File: config.mk
export PLATFORM = sky130hd
export DESIGN_NAME = reg_scoreboard
export DESIGN_NICKNAME = d
export VERILOG_FILES = /design/src/rtl/reg_scoreboard.sv
export SDC_FILE = /design/constraint.sdc
export NUM_CORES = 1
export LEC_CHECK = 0
export ABC_AREA = 1
export ABC_CLOCK_PERIOD_IN_PS = 10700
export BUFFER_PORTS_ARGS = -buffer_cell sky130_fd_sc_hd__buf_2
export CAP_MARGIN = 20
export CELL_PAD_IN_SITES_DETAIL_PLACEMENT = 1
export CELL_PAD_IN_SITES_GLOBAL_PLACEMENT = 2
export CORE_MARGIN = 5
export CORE_UTILIZATION = 34
export CTS_CLUSTER_SIZE = 12
export DETAILED_ROUTE_END_ITERATION = 16
export PLACE_DENSITY = 0.91
export REMOVE_ABC_BUFFERS = 1
export SYNTH_ARGS = -nofsm -noshare
export SYNTH_HDL_FRONTEND = slang
export SYNTH_SLANG_ARGS = --single-unit
File: constraint.sdc
create_clock -name clk -period 10.7 [get_ports clk]
set_clock_uncertainty 0.15 [all_clocks]
set_input_delay 1.605 -clock clk [delete_from_list [all_inputs] [get_ports clk]]
set_output_delay 1.605 -clock clk [all_outputs]
set_load 0.02 [all_outputs]
File: src/rtl/reg_scoreboard.sv
// reg_scoreboard: decode-stage issue control that tracks pending register writes and stalls on RAW/WAW/capacity.
// Writebacks bypass in the same cycle because the register file writes on the falling edge.
module reg_scoreboard #(
    parameter int MAX_PEND = 4,
    parameter int CNT_W    = 16
) (
    input  logic             clk,
    input  logic             rst_n,
    input  logic             id_valid,
    input  logic [4:0]       id_rs1,
    input  logic [4:0]       id_rs2,
    input  logic [5:0]       id_rd,
    input  logic             id_use_rs1,
    input  logic             id_use_rs2,
    input  logic             id_wr_en,
    input  logic             wb_valid,
    input  logic [5:0]       wb_reg,
    input  logic             flush,
    output logic             id_ready,
    output logic             issue,
    output logic [31:0]      busy_mask,
    output logic [5:0]       pend_cnt,
    output logic             draining,
    output logic [CNT_W-1:0] stall_cycles,
    output logic             wb_err
);
    typedef enum logic {RUN, DRAIN} state_t;
    state_t           state_q;
    logic [31:0]      busy_q, busy_d, eff_busy, set_v, clr_v;
    logic [5:0]       cnt_q, cnt_d;
    logic [CNT_W-1:0] stall_q;
    logic             err_q, clr_hit, raw, waw, full, rd_ok;
    always_comb begin
        // busy_q[0] is never set, so register 0 can never produce a clear hit
        clr_hit  = wb_valid & ~wb_reg[5] & busy_q[wb_reg[4:0]];
        clr_v    = clr_hit ? 32'd1 << wb_reg[4:0] : 32'd0;
        eff_busy = busy_q & ~clr_v;
        rd_ok    = ~id_rd[5] & (id_rd[4:0] != 5'd0);
        raw      = (id_use_rs1 & eff_busy[id_rs1]) | (id_use_rs2 & eff_busy[id_rs2]);
        waw      = id_wr_en & ~id_rd[5] & eff_busy[id_rd[4:0]];
        full     = id_wr_en & (id_rd != 6'd0) & ((cnt_q - {5'd0, clr_hit}) >= 6'(MAX_PEND));
        id_ready = rst_n & (state_q == RUN) & ~flush & ~raw & ~waw & ~full;
        issue    = id_valid & id_ready;
        set_v    = (issue & id_wr_en & rd_ok) ? 32'd1 << id_rd[4:0] : 32'd0;
        busy_d   = (busy_q & ~clr_v) | set_v;
        cnt_d    = 6'($countones(busy_d));
    end
    always_ff @(posedge clk or negedge rst_n) begin
        if (!rst_n) begin
            state_q <= RUN;
            busy_q  <= '0;
            cnt_q   <= '0;
            stall_q <= '0;
            err_q   <= 1'b0;
        end else begin
            busy_q  <= busy_d;
            cnt_q   <= cnt_d;
            if (id_valid & ~id_ready & ~&stall_q) stall_q <= stall_q + CNT_W'(1);
            if (wb_valid & ~clr_hit) err_q <= 1'b1;
            if (state_q == RUN) state_q <= flush ? DRAIN : RUN;
            else state_q <= (~flush & (busy_d == 32'd0)) ? RUN : DRAIN;
        end
    end
    assign busy_mask    = busy_q;
    assign pend_cnt     = cnt_q;
    assign draining     = (state_q == DRAIN);
    assign stall_cycles = stall_q;
    assign wb_err       = err_q;
endmodule

==> key figures, run 1 <==
Floorplanning
  • Num ports: 88
  • Die Ht: 137 microns
  • Horiz. Die Dim: 137 microns
  • Cell Rows: 46
  • Starting Density: 34.5%
  • DIE AREA: 18,600 sq um
  • Placeable Area: 15,800 sq um

Routing
  • Post-Route WL: 23,200 microns
  • Drt via density: 5.59
  • DR WL/cell: 21.1 microns
  • DR iter-0 viols: 684
  • DRC viols: 0
  • Via count: 6,127
  • Antenna Violating Nets Remaining: 0
  • TritonRoute pass-1 iters: 6

Synth
  • Compound-Gate Fraction of Synth Area: 4.34%
  • Post-synth top cells: 214 x nand2_1, 128 x nand3_1, 98 x inv_1
  • FF+latch count, synth: 56
  • Post-Synth Simple-Gate Area: 44.6%
  • Top cells by area, synth: dfrtp_1 26%, nand2_1 15%, nand3_1 12%
  • Synth area leader: dfrtp_1
  • Largest family of logic cells by synthesized area: simple AND/OR/NAND/NOR gates
  • Synth warn: 0
  • Sequential element share of the synthesized area: 25.7%
  • Cell variety after synth: 37
  • Post-synth EDFFs: 0
  • Most frequent cell after synthesis: nand2_1
  • Synth Area per Inst: 6.60 sq um
  • Synth top area share: 25.7%
  • Multiplexer share of the synthesized area: 0%
  • Mapped Area: 5440 sq um
  • Xor/xnor share of the synthesized area: 2.90%
  • Synth Instances: 825
  • Synth Flop Type: dfrtp_1
  • Post-Synth Adder-Cell Area: 11.4%
  • Fraction of registers with async set/reset: 100%

Cells and area
  • Fill cell count: 2,118
  • Nets@finish: 944
  • Fin area: 6110 sq um
  • Fraction of layout cells with a size suffix above 1: 13.0%
  • Syn-to-layout area delta: 12.2%
  • ANT cells: 0

Worst setup path
  • Critical Path Max Stage Delay: 550 ps
  • Critical Path RT: 10,750 ps
  • Critical-path maximum fanout: 29
  • Most frequent CP cell: fa_1
  • Crit start category: primary input
  • Slowest stage cell, crit path: fa_1
  • CP endpoint kind: flop
  • WP buf/inv: 8
  • CP top delay family: adder cells
  • Worst Path Arrival: 9490 ps
  • Worst setup path category: in -> reg

Run status
  • Status: complete, no violations

Placement
  • HPWL Detailed: 18,200 microns
  • Final Wtd Congestion: 0.965
  • DP Area: 5960 sq um
  • Worst slack, placed: 980 ps
  • PortBufs: 87

Clock network
  • Clock sinks: 56
  • Clock Tree Root: clkbuf_16
  • CTS tree: yes
  • Worst-skew pair later-pin latency: 310 ps
  • Clk pin slew, worst setup/hold paths: 80 ps
  • Post-cts resize count: 0
  • H-Tree Depth: 2
  • # Post-CTS Setup Buffers: 0
  • Number of CTS-inserted buffers: 5
  • CTS max path bufs: 2
  • CTS Hold Buffers Added: 0

STA
  • Max-slew violation count: 0
  • Max-slew headroom: 37.5%
  • Fin. Hold Viols: 0
  • Unrepaired setup endpoints after global routing: no
  • Final min period: 9440 ps
  • Max Fclk: 106 MHz
  • Finish-stage setup viols: 0
  • Crit share post-route: 88.2%
  • Worst Slack Setup Final: 1260 ps
  • Worst Max-Slew Pin Slew: 937 ps
  • Total negative slack: 0 ps

Flow run
  • Total of max-cap violations: 0

Power and ir drop
  • Worst vdd ir: 0.0876 mV
  • Static Leak: 3.11 nW
  • Power Dens Cells: 103 nW/um^2

Global routing
  • First-pass GRT wire length: 35,700 microns
  • GRT overflow: 0
  • Number of global-route vias before repair: 6,041
  • GRT Total Usage: 25.2%
  • Initial antenna violation count: 0
  • Largest net degree at the start of global routing: 58

Min path
  • Worst hold path class: reg -> reg
==> flip-flops by register name, summed over array words and instances (netlist names) <==
signal and cells:
wb_err 1, stall_cycles 16, draining 1, pend_cnt 6, busy_mask 32
==> layer usage <==
layer  global-route usage, %  vias up  wire length [microns]
li1                        -     2811                      -
met1                    34.7     2944                   9740
met2                    39.1      297                  10500
met3                    2.98       75                   1530
met4                    12.5        0                   1400
met5                       0        -                      0
==> area by class of cell <==
cell class,count,area (sq um),share of cell area (%)
clock buffer,5,125,2.05
tap,216,270,4.42
timing repair buffer,89,450,7.37
sequential,56,1400,22.9
clock inverter,3,26.3,0.430
inverter,105,394,6.45
multi-input combinational,622,3440,56.3
==> kinds of logic after synthesis <==
group | count (synthesis)
AOI/OAI and AO/OA | 38
xor gates and xnor gates | 18
adders and majority gates | 35
buffers and inverters | 147
DFF | 56
and+or+nand+nor | 531
==> power breakdown <==
group / switching [mW] / internal [mW] / total, mW / leakage, nW
Combinational: 0.138 / 0.0606 / 0.199 / 2.28
Clock: 0.0873 / 0.0888 / 0.176 / 0.0680
Sequential: 0.0249 / 0.232 / 0.257 / 0.758
==> worst paths after layout <==
kind	from	endpoint	slack, ps	depth (start not counted)
min in group asynchronous	rst_n	pend_cnt[5]	1300	2
setup / recovery	wb_reg[0]	pend_cnt[4]	1260	35
setup reg to reg	busy_mask[4]	pend_cnt[4]	2360	33
hold / removal	stall_cycles[9]	stall_cycles[9]	350	1
max in group asynchronous	rst_n	stall_cycles[12]	8610	2
hold reg to reg	stall_cycles[9]	stall_cycles[9]	350	1
==> through the flow <==
step           cells  total power, mW  utilization, %  hold slack [ps]
6_report        1096            0.632            38.7              350
5_1_grt         1096            0.672            38.7              370
4_1_cts         1096            0.637            38.7              353
3_5_place_dp    1088            0.461            37.8              342
3_3_place_gp    1088            0.456            37.8              335
2_1_floorplan    783            0.377               -              442
==> cells in the final DEF, fill, tap and decap left out, types with 2 or more instances in the layout <==
cell type / instances
inv_2: 6
nor2_1: 92
ha_1: 11
dfrtp_1: 56
inv_1: 98
xnor2_1: 8
o21ai_0: 4
buf_2: 87
nand2_1: 214
fa_1: 24
a21oi_1: 14
o211ai_1: 12
nor2_4: 2
nand3_2: 4
xor2_1: 10
o21ai_1: 2
buf_4: 2
nor4_1: 6
clkbuf_16: 5
nand3_1: 128
nand4_1: 64
nor3_1: 15
clkinvlp_4: 2
No activity file was read; power rests on OpenSTA's default activity.
==> run 2, diff against run 1 <==
--- a/config.mk
+++ b/config.mk
@@ -9,13 +9,11 @@
 export ABC_CLOCK_PERIOD_IN_PS = 10700
 export BUFFER_PORTS_ARGS = -buffer_cell sky130_fd_sc_hd__buf_2
 export CAP_MARGIN = 20
-export CELL_PAD_IN_SITES_DETAIL_PLACEMENT = 1
-export CELL_PAD_IN_SITES_GLOBAL_PLACEMENT = 2
 export CORE_MARGIN = 5
-export CORE_UTILIZATION = 34
+export CORE_UTILIZATION = 45
 export CTS_CLUSTER_SIZE = 12
 export DETAILED_ROUTE_END_ITERATION = 16
-export PLACE_DENSITY = 0.91
+export PLACE_DENSITY = 0.69
 export REMOVE_ABC_BUFFERS = 1
 export SYNTH_ARGS = -nofsm -noshare
 export SYNTH_HDL_FRONTEND = slang
==> key figures, run 2 (synthesis results as in run 1) <==
Run status
  • Status: complete, no violations

Clock network
  • H-Tree Depth: 2
  • CTS Hold Buffers Added: 0
  • Clock Tree Root: clkbuf_16
  • Number of CTS-inserted buffers: 5
  • # Post-CTS Setup Buffers: 0
  • Worst-skew pair later-pin latency: 300 ps
  • Clk pin slew, worst setup/hold paths: 70 ps
  • CTS max path bufs: 2
  • CTS tree: yes
  • Clock sinks: 56
  • Post-cts resize count: 0

STA
  • Max Fclk: 107 MHz
  • Crit share post-route: 87.7%
  • Final min period: 9380 ps
  • Finish-stage setup viols: 0
  • Total negative slack: 0 ps
  • Worst Slack Setup Final: 1320 ps
  • Fin. Hold Viols: 0
  • Max-slew violation count: 0
  • Worst Max-Slew Pin Slew: 913 ps
  • Unrepaired setup endpoints after global routing: no
  • Max-slew headroom: 39.1%

Global routing
  • GRT overflow: 0
  • GRT Total Usage: 26.2%
  • Largest net degree at the start of global routing: 57
  • Number of global-route vias before repair: 5,724
  • First-pass GRT wire length: 30,000 microns
  • Initial antenna violation count: 1

Cells and area
  • Syn-to-layout area delta: 10.6%
  • Nets@finish: 945
  • Max reg flops: 32
  • ANT cells: 0
  • Most frequent cells in the layout: 214 x nand2_1, 128 x nand3_1, 98 x inv_1
  • Fraction of layout cells with a size suffix above 1: 12.8%
  • Commonest non-fill, non-tap cell in the layout: nand2_1
  • Fin area: 6020 sq um

Min path
  • Worst hold path class: reg -> reg
  • Hold Path Sink: stall_cycles[7]
  • Hold Crit Depth: 1
  • Min-Delay Startpoint: stall_cycles[7]

Worst setup path
  • Slowest stage cell, crit path: fa_1
  • Most frequent CP cell: fa_1
  • Critical-path maximum fanout: 29
  • Worst Path Arrival: 9410 ps
  • Critical Path RT: 10,730 ps
  • Crit start category: primary input
  • CP top delay family: adder cells
  • CP endpoint kind: flop
  • R2R Setup Slk: 2630 ps
  • WP buf/inv: 9
  • Critical Path Max Stage Delay: 610 ps
  • Worst setup path category: in -> reg
  • Reg-to-Reg Start: busy_mask[4]
  • R2R cell count: 33
  • R2R Path End: pend_cnt[4]

Routing
  • DR iter-0 viols: 865
  • Drt via density: 5.93
  • Via count: 6,096
  • TritonRoute pass-1 iters: 6
  • Antenna Violating Nets Remaining: 0
  • Post-Route WL: 19,200 microns
  • DR WL/cell: 18.6 microns
  • DRC viols: 0

Floorplanning
  • Starting Density: 45.7%
  • Num ports: 88
  • DIE AREA: 14,400 sq um
  • Cell Rows: 40
  • Horiz. Die Dim: 120 microns
  • Die Ht: 120 microns
  • Placeable Area: 11,900 sq um

Power and ir drop
  • Power Dens Cells: 102 nW/um^2
  • Static Leak: 3.11 nW
  • Worst vdd ir: 0.103 mV
  • Power Total: 0.616 mW

Placement
  • Worst slack, placed: 1140 ps
  • Final Wtd Congestion: 0.964
  • DP Area: 5880 sq um
  • HPWL Detailed: 15,200 microns
  • PortBufs: 87

Flow run
  • Total of max-cap violations: 0
-- run 2: cell count changes in the layout (fill, tap and decap cells not counted), sizes merged --
| cell | delta |
|---|---|
| inv | -1 |
| clkinv | +1 |
| clkinvlp | -2 |
| clkbuf | +2 |
| buf | +1 |
-- run 2: cell type report --
class                      count  area, sq um
fill                        1293         5890
multi-input combinational    622         3440
sequential                    56         1400
timing repair buffer          90          458
inverter                     105          394
tap                          147          184
clock buffer                   7          133
clock inverter                 1         8.76
-- run 2: report_power, final --
group          switching (mW)  internal [mW]  leakage [nW]
clock network          0.0753         0.0876        0.0681
registers              0.0226          0.232         0.758
logic                   0.137         0.0612          2.29
total                   0.235          0.381          3.11
-- run 2: worst register-to-register path, delay by kind of cell, from the launching register on --
kind | cells | cell delay, ps
DFF | 1 | 530
buffers and inverters | 6 | 470
and+or+nand+nor | 12 | 2030
xor gates and xnor gates | 1 | 130
AOI/OAI and AO/OA | 4 | 730
adders and majority gates | 10 | 3940
-- run 2: per-stage QoR --
stage / hold WS [ps] / utilization (%) / cells
CTS: 346 / 50.5 / 1028
floorplan: 442 / - / 783
global route: 370 / 50.5 / 1028
global placement: 342 / 49.4 / 1020
detailed placement: 334 / 49.4 / 1020
finish: 341 / 50.5 / 1028
-- run 2: how the worst max path moves through the flow --
stage	to	slack [ps]	cells past startpoint	start
final	pend_cnt[4]	1320	37	wb_reg[0]
after global routing	pend_cnt[4]	770	37	wb_reg[0]
after CTS	pend_cnt[4]	1420	37	wb_reg[0]
after detailed placement	pend_cnt[4]	1140	37	wb_reg[0]
after global placement	pend_cnt[4]	1240	37	wb_reg[0]
after floorplan	pend_cnt[4]	1780	31	wb_valid
-- run 2: metal layers --
layer  routed length [microns]  track usage (%)
met1                      7660             35.5
met2                      8730             41.6
met3                      1840             3.86
met4                       916             11.8
met5                        11                0
==> run 3, diff against run 2 <==
--- a/config.mk
+++ b/config.mk
@@ -9,11 +9,13 @@
 export ABC_CLOCK_PERIOD_IN_PS = 10700
 export BUFFER_PORTS_ARGS = -buffer_cell sky130_fd_sc_hd__buf_2
 export CAP_MARGIN = 20
+export CELL_PAD_IN_SITES_DETAIL_PLACEMENT = 1
+export CELL_PAD_IN_SITES_GLOBAL_PLACEMENT = 1
 export CORE_MARGIN = 5
-export CORE_UTILIZATION = 45
+export CORE_UTILIZATION = 44
 export CTS_CLUSTER_SIZE = 12
 export DETAILED_ROUTE_END_ITERATION = 16
-export PLACE_DENSITY = 0.69
+export PLACE_DENSITY = 0.9
 export REMOVE_ABC_BUFFERS = 1
 export SYNTH_ARGS = -nofsm -noshare
 export SYNTH_HDL_FRONTEND = slang
==> key figures, run 3 (synthesis results as in run 1) <==
Run status
  • Status: complete, no violations

Placement
  • Final Wtd Congestion: 0.966
  • HPWL Detailed: 17,100 microns
  • PortBufs: 87

Clock network
  • Clock Tree Root: clkbuf_16
  • Clock sinks: 56
  • CTS max path bufs: 2
  • # Post-CTS Setup Buffers: 0
  • Post-cts resize count: 0
  • H-Tree Depth: 2
  • Number of CTS-inserted buffers: 5
  • CTS Hold Buffers Added: 0
  • Worst-skew pair later-pin latency: 310 ps
  • Clk pin slew, worst setup/hold paths: 80 ps
  • CTS tree: yes

Floorplanning
  • Die Ht: 121 microns
  • Num ports: 88
  • Horiz. Die Dim: 121 microns
  • Starting Density: 45.1%
  • Placeable Area: 12,100 sq um
  • DIE AREA: 14,700 sq um
  • Cell Rows: 40

Power and ir drop
  • Static Leak: 3.12 nW
  • Clk pwr share: 29.7%
  • Sw power: 0.251 mW
  • Worst vdd ir: 0.104 mV
  • Power share of the sequential group: 39.1%
  • Power Dens Cells: 108 nW/um^2
  • Sw frac: 38.3%
  • Combinational power share: 31.1%
  • Pint: 0.405 mW
  • Power Total: 0.657 mW

Worst setup path
  • R2R cell count: 33
  • CP endpoint kind: flop
  • Worst setup path category: in -> reg
  • Slowest stage cell, crit path: fa_1
  • Most frequent CP cell: fa_1
  • Worst Path Arrival: 9710 ps
  • Critical Path Max Stage Delay: 550 ps
  • Crit start category: primary input
  • Critical-path maximum fanout: 29
  • Critical Path RT: 10,740 ps

STA
  • Finish-stage setup viols: 0
  • Max Fclk: 103 MHz
  • Hold Slack: 352 ps
  • Worst Max-Slew Pin Slew: 927 ps
  • Max-slew headroom: 38.1%
  • Final min period: 9680 ps
  • Total negative slack: 0 ps
  • Max-slew violation count: 0
  • Fin. Hold Viols: 0
  • Unrepaired setup endpoints after global routing: no
  • Crit share post-route: 90.4%

Routing
  • DR iter-0 viols: 618
  • DRC viols: 0
  • Post-Route WL: 21,700 microns
  • Via count: 6,191
  • Drt via density: 5.91
  • DR WL/cell: 20.7 microns
  • Antenna Violating Nets Remaining: 0
  • TritonRoute pass-1 iters: 5

Cells and area
  • Most frequent cells in the layout: 214 x nand2_1, 128 x nand3_1, 98 x inv_1
  • Fill cell count: 1,679
  • Nets@finish: 944
  • Commonest non-fill, non-tap cell in the layout: nand2_1
  • Syn-to-layout area delta: 11.5%
  • Fraction of layout cells with a size suffix above 1: 13.0%
  • ANT cells: 0
  • Max reg flops: 32

Global routing
  • Number of global-route vias before repair: 6,411
  • Largest net degree at the start of global routing: 58
  • GRT Total Usage: 29.9%
  • GRT overflow: 0
  • First-pass GRT wire length: 34,500 microns
  • Initial antenna violation count: 0

Flow run
  • Total of max-cap violations: 0

Min path
  • Worst hold path class: reg -> reg
  • Hold Crit Depth: 1
==> run 3: changes by cell type in the layout (fill, tap and decap cells not counted) <==
cell / before / now
clkbuf_1: 2 / 0
bufinv_16: 0 / 1
buf_4: 3 / 2
clkinv_4: 1 / 0
clkinvlp_4: 0 / 1
inv_6: 0 / 1
==> run 3: metrics by stage <==
step | std cells | util (%) | setup slack [ps] | area [sq um]
finish | 1048 | 50.3 | 1020 | 6070
global route | 1048 | 50.3 | 385 | 6070
floorplan | 783 | - | 1780 | 5240
detailed placement | 1040 | 48.9 | 759 | 5900
CTS | 1048 | 50.3 | 1070 | 6070
global placement | 1040 | 48.9 | 1120 | 5900
==> run 3: final timing paths <==
kind                            slack, ps               to       startpoint
worst max register to register       2330      pend_cnt[4]    busy_mask[11]
worst min register to register        350  stall_cycles[7]  stall_cycles[7]
max in group asynchronous            8580    busy_mask[22]            rst_n
worst min-delay path                  350  stall_cycles[7]  stall_cycles[7]
min in group asynchronous            1290  stall_cycles[1]            rst_n
worst max-delay path                 1020      pend_cnt[4]        wb_reg[0]
==> run 3: final cells by class <==
type	instances	area [sq um]	share of cell area [%]
sequential	56	1400	23.1
timing repair buffer	89	450	7.42
clock buffer	5	125	2.06
clock inverter	3	46.3	0.763
multi-input combinational	622	3440	56.7
inverter	105	394	6.49
tap	168	210	3.46
==> run 3: layer usage <==
layer | global-route usage [%] | part of all wire [%] | up-vias
li1 | - | - | 2817
met1 | 37.5 | 39 | 2979
met2 | 51.5 | 49 | 318
met3 | 3.54 | 6.9 | 77
met4 | 13.7 | 4.7 | 0
met5 | 0 | 0 | -
==> run 3: power by group through the flow <==
stage                     Combinational [mW]  Sequential, mW  Clock [mW]
after detailed placement               0.202           0.260           0
final                                  0.204           0.257       0.195
after CTS                              0.205           0.256       0.197
after global placement                 0.196           0.258           0
after floorplan                       0.0970           0.280           0
after global routing                   0.226           0.261       0.206
==> run 3: worst max-delay path: cells and delay by family <==
family	cells	cell delay [ps]
simple gates	13	2210
fa+ha+maj	10	3870
compound gates	4	800
buf+inv	9	1080
xor+xnor	1	140
